`src/rtl/pc_gen_pkg.sv`:
```
// pc_gen_pkg: shared defaults and PC action encoding for the fetch PC generator
package pc_gen_pkg;
  localparam int XLEN_DEFAULT = 32;
  localparam logic [31:0] RESET_VECTOR_DEFAULT = 32'h0000_0000;
  localparam int ILEN_BYTES = 4;
  typedef enum logic [2:0] {
    ACT_HOLD,
    ACT_NEXT,
    ACT_JUMP,
    ACT_RET,
    ACT_TRAP,
    ACT_FAULT
  } pc_act_e;
endpackage

```
`src/rtl/pc_ras.sv`:
```
// pc_ras: circular return-address stack; top points at the newest entry, full pushes overwrite the oldest
module pc_ras
  import pc_gen_pkg::*;
#(
  parameter int XLEN  = XLEN_DEFAULT,
  parameter int DEPTH = 4
) (
  input  logic            i_clk,
  input  logic            i_rst_n,
  input  logic            push,
  input  logic            pop,
  input  logic [XLEN-1:0] push_data,
  output logic [XLEN-1:0] top_data,
  output logic            empty,
  output logic            full
);
  localparam int AW = $clog2(DEPTH);
  localparam int CW = $clog2(DEPTH + 1);
  logic [XLEN-1:0] mem [DEPTH];
  logic [AW-1:0]   top;
  logic [CW-1:0]   count;
  assign top_data = mem[top];
  assign empty    = count == '0;
  assign full     = count == CW'(DEPTH);
  always_ff @(posedge i_clk) begin
    if (push) mem[top + 1'b1] <= push_data;
  end
  always_ff @(posedge i_clk) begin
    if (!i_rst_n) begin
      top   <= '0;
      count <= '0;
    end else if (push) begin
      top   <= top + 1'b1;
      count <= full ? count : count + 1'b1;
    end else if (pop && !empty) begin
      top   <= top - 1'b1;
      count <= count - 1'b1;
    end
  end
endmodule

```
`src/rtl/pc_gen.sv`:
```
// pc_gen: fetch program counter with trap/stall/ret/jump/next priority, misaligned-target
// rejection and a return-address stack resolving ret targets
module pc_gen
  import pc_gen_pkg::*;
#(
  parameter int               XLEN         = XLEN_DEFAULT,
  parameter logic [XLEN-1:0]  RESET_VECTOR = XLEN'(RESET_VECTOR_DEFAULT),
  parameter int               RAS_DEPTH    = 4
) (
  input  logic            i_clk,
  input  logic            i_rst_n,
  input  logic            i_stall,
  input  logic            i_nextPC_DV,
  input  logic            i_jump_DV,
  input  logic [XLEN-1:0] i_jump_address,
  input  logic            i_call_DV,
  input  logic            i_ret_DV,
  input  logic            i_trap_DV,
  input  logic [XLEN-1:0] i_trap_vector,
  output logic [XLEN-1:0] o_PC,
  output logic [XLEN-1:0] o_PC_plus4,
  output logic            o_misaligned,
  output logic [XLEN-1:0] o_bad_addr,
  output logic            o_ras_empty,
  output logic            o_ras_full
);
  pc_act_e         act;
  logic            jump_mis, push, pop;
  logic [XLEN-1:0] pc_d, ras_top;
  assign o_PC_plus4 = o_PC + XLEN'(ILEN_BYTES);
  assign jump_mis   = |i_jump_address[1:0];
  // An empty-stack ret degrades to a plain jump, sharing the alignment rule
  always_comb begin
    act  = i_trap_DV ? ACT_TRAP :
           i_stall ? ACT_HOLD :
           (i_ret_DV && !o_ras_empty) ? ACT_RET :
           (i_ret_DV || i_jump_DV) ? (jump_mis ? ACT_FAULT : ACT_JUMP) :
           i_nextPC_DV ? ACT_NEXT : ACT_HOLD;
    push = act == ACT_JUMP && i_call_DV && !i_ret_DV;
    pop  = act == ACT_RET;
    pc_d = act == ACT_TRAP ? (i_trap_vector & ~XLEN'(3)) :
           act == ACT_RET ? ras_top :
           act == ACT_JUMP ? i_jump_address :
           act == ACT_NEXT ? o_PC_plus4 : o_PC;
  end
  always_ff @(posedge i_clk) begin
    if (!i_rst_n) begin
      o_PC         <= RESET_VECTOR;
      o_misaligned <= 1'b0;
      o_bad_addr   <= '0;
    end else begin
      o_PC         <= pc_d;
      o_misaligned <= act == ACT_FAULT;
      if (act == ACT_FAULT) o_bad_addr <= i_jump_address;
    end
  end
  pc_ras #(.XLEN(XLEN), .DEPTH(RAS_DEPTH)) u_ras (
    .i_clk     (i_clk),
    .i_rst_n   (i_rst_n),
    .push      (push),
    .pop       (pop),
    .push_data (o_PC_plus4),
    .top_data  (ras_top),
    .empty     (o_ras_empty),
    .full      (o_ras_full)
  );
endmodule

```
`config.mk`:
```
export PLATFORM = sky130hd
export DESIGN_NAME = pc_gen
export DESIGN_NICKNAME = d
export VERILOG_FILES = /design/src/rtl/pc_gen_pkg.sv /design/src/rtl/pc_ras.sv /design/src/rtl/pc_gen.sv
export SDC_FILE = /design/constraint.sdc
export NUM_CORES = 1
export LEC_CHECK = 0
export ABC_AREA = 1
export CORE_ASPECT_RATIO = 0.5
export CORE_MARGIN = 10
export CORE_UTILIZATION = 50
export CTS_CLUSTER_DIAMETER = 150
export DETAILED_ROUTE_END_ITERATION = 10
export GPL_ROUTABILITY_DRIVEN = 0
export HOLD_SLACK_MARGIN = 0.06
export PLACE_DENSITY = 0.75
export SLEW_MARGIN = 20
export SYNTH_ARGS = -nofsm -noshare
export SYNTH_HDL_FRONTEND = slang
export SYNTH_SLANG_ARGS = --single-unit
```
`constraint.sdc`:
```
create_clock -name i_clk -period 10.06 [get_ports i_clk]
set_clock_uncertainty 0.15 [all_clocks]
set_input_delay 2.012 -clock i_clk [delete_from_list [all_inputs] [get_ports i_clk]]
set_output_delay 2.012 -clock i_clk [all_outputs]
set_load 0.05 [all_outputs]
```
==> results.yml <==
timing:
  tightest_slew_ps: 1150
  setup_viol: 0
  period_minus_slack_ps: 5490
  rsz0062_at_grt: "no"
  post-route-period-util_pct: 54.5
  slew_viol_final: 0
  max_freq_ghz: 0.182
  fin_setup_tns_ps: 0
  slew_headroom_pct: 23.0
  hold_viol: 0
synthesis:
  synth_area_um2: 9270
  synth_edf_count: 128
  syn_avg_cell_area_um2: 8.91
  ys_async_sr_fraction_pct: 0
  netlist_instances: 1041
  synth.distinct_cells: 41
  synthFlopType: "edfxtp_1"
  synth.ff_latch_count: 200
  yosysSeqAreaShare_pct: 57.0
  synth_nets: 1119
  ys.warnings.count: 0
worst_setup_path:
  crit_start: "o_PC[2]"
  cp_data_arrival_time_ps: 3320
  path_class: "flop to primary output"
  cp_data_required_time_ps: 7900
  crit_end: "o_PC_plus4[8]"
  r2r_slack_ps: 6910
  end_kind: "primary output"
  rr_startpoint: "u_ras.count[0]"
  rr_worst_depth: 10
  critPathLaunchType: "flop"
  cp_max_fo: 7
  reg2reg_to: "o_PC[7]"
global_route:
  grt_pass1_vias: 7810
  antenna_found_initial: 0
  grt_first_pass_wirelength_um: 44900
  grt_max_degree: 66
  grt.overflow.total: 0
  gr-usage-all-layers_pct: 23.8
layout:
  fill_cells: 1516
  drive_gt1_share_pct: 5.50
  final_area_um2: 11600
  final_cell_mix: "nand2_1 (175), clkdlybuf4s50_1 (168), nor2_1 (161), edfxtp_1 (128), o21ai_0 (104)"
  nets: 1264
  area_growth_pct: 25.2
  diodes: 0
  layout_commonest_cell: "nand2_1"
outcome:
  status: "complete, no violations"
clock_tree:
  htreeDepth: 4
  cts_tree: "built"
  numCtsBuffers: 17
  root_buffer: "clkbuf_16"
  clock_path_buffers: 2
  cts_hold_buf: 0
  post_cts_resized: 0
  cts_setup_buffers: 0
  clkTransAtPathRegs_ps: 80
  clock-sinks: 200
  clock_latency_ps: 450
floorplan:
  chipHeight_um: 116
  core_area_um2: 18300
  ios: 171
  dieArea_um2: 24700
  initial_core_util_pct: 50.7
  die_w_um: 213
  fp-row-count: 35
power_and_ir_drop:
  p_leak_nw: 4.29
  total_power_mw: 1.89
  p_per_area_nw_per_um2: 163
  ir_drop_mv: 0.113
routing:
  wl_per_cell_um: 20.6
  drcViolationCount: 0
  drtIter0Drc: 813
  routed_wl_um: 29600
  vias: 8110
  firstDrtPassIters: 5
  routed_via_density: 5.64
  ant_nets: 0
placed_design:
  io_buffers: 168
  place_hpwl_um: 20100
  place_area_um2: 11100
run:
  drv_cap: 0
worst_hold_path:
  hold_class: "flop to flop"
==> per-layer routing <==
layer | up-vias | wire length (µm) | global-route usage, % | part of all wire [%]
li1 | 3799 | - | - | -
met1 | 3863 | 12000 | 31.1 | 41
met2 | 401 | 14200 | 38.7 | 48
met3 | 47 | 2700 | 5.44 | 9.1
met4 | 0 | 675 | 7.61 | 2.3
met5 | - | 0 | 0 | 0
==> cell type report <==
| cell class | count | area (µm²) | share of cell area [%] |
|---|---|---|---|
| sequential | 200 | 5290 | 45.5 |
| clock inverter | 12 | 103 | 0.883 |
| multi-input combinational | 686 | 3340 | 28.7 |
| clock buffer | 20 | 447 | 3.85 |
| timing repair buffer | 177 | 1750 | 15.1 |
| tap | 240 | 300 | 2.59 |
| inverter | 104 | 392 | 3.37 |
==> through the flow <==
stage	hold slack, ps	std cells	setup slack [ps]	util, %
floorplan	327	1041	5300	-
detailed placement	288	1407	4930	60.4
finish	297	1439	4570	63.4
global placement	284	1407	4980	60.4
global route	319	1439	4390	63.4
CTS	299	1439	4580	63.4
==> cells in the mapped netlist, types with 3 or more instances <==
master / instances / share of area [%]
o21ai_0: 104 / 5.6
xor2_1: 12 / 1.1
o22ai_1: 24 / 1.6
edfxtp_1: 128 / 41
nand2_1: 175 / 7.1
xnor2_1: 3 / 0.28
inv_1: 99 / 4.0
ha_1: 5 / 0.67
a21oi_1: 68 / 3.7
nor2_1: 165 / 6.7
nor3_1: 9 / 0.49
buf_6: 6 / 0.73
o21ai_1: 11 / 0.59
buf_4: 6 / 0.49
nand3_2: 4 / 0.43
nand2_4: 3 / 0.36
o211ai_1: 14 / 1.1
dfxtp_1: 72 / 16
nand4_1: 11 / 0.74
nand3_1: 56 / 3.0
buf_2: 10 / 0.54
clkbuf_1: 28 / 1.1
and3_1: 3 / 0.20
==> flip-flops by register name, indices dropped and copies added, names as in the netlist, named ones only <==
name and count:
o_PC 30, o_bad_addr 32, o_misaligned 1, u_ras.count 3, u_ras.mem 128, u_ras.top 2
==> worst min path at each step <==
stage,from,end,depth (start not counted)
floorplan,u_ras.count[0],u_ras.count[0],2
global placement,o_bad_addr[22],o_bad_addr[22],2
detailed placement,o_bad_addr[8],o_bad_addr[8],2
CTS,o_bad_addr[7],o_bad_addr[7],2
global route,o_bad_addr[7],o_bad_addr[7],2
finish,o_bad_addr[7],o_bad_addr[7],2
==> report_power, final <==
group | leakage [nW] | total [mW] | switching [mW] | internal [mW]
sequential | 1.78 | 0.918 | 0.0220 | 0.896
clock | 0.268 | 0.656 | 0.324 | 0.332
combinational | 2.25 | 0.319 | 0.216 | 0.104
==> critical path, stage by stage, from the launching register on <==
cell and delay, ps:
dfxtp_1 440, ha_1 280, nand2_1 130, nor2_2 320
inv_1 150, nor2_2 230, xor2_1 430, clkdlybuf4s50_1 920
==> cell families after synthesis <==
kind of cell / synth area share [%]
simple gates: 20.4
compound gates: 13.2
flops: 57.0
buf+inv: 7.15
xor+xnor: 1.42
fa+ha+maj: 0.891
Note: power is estimated with default switching activity, not from simulation.
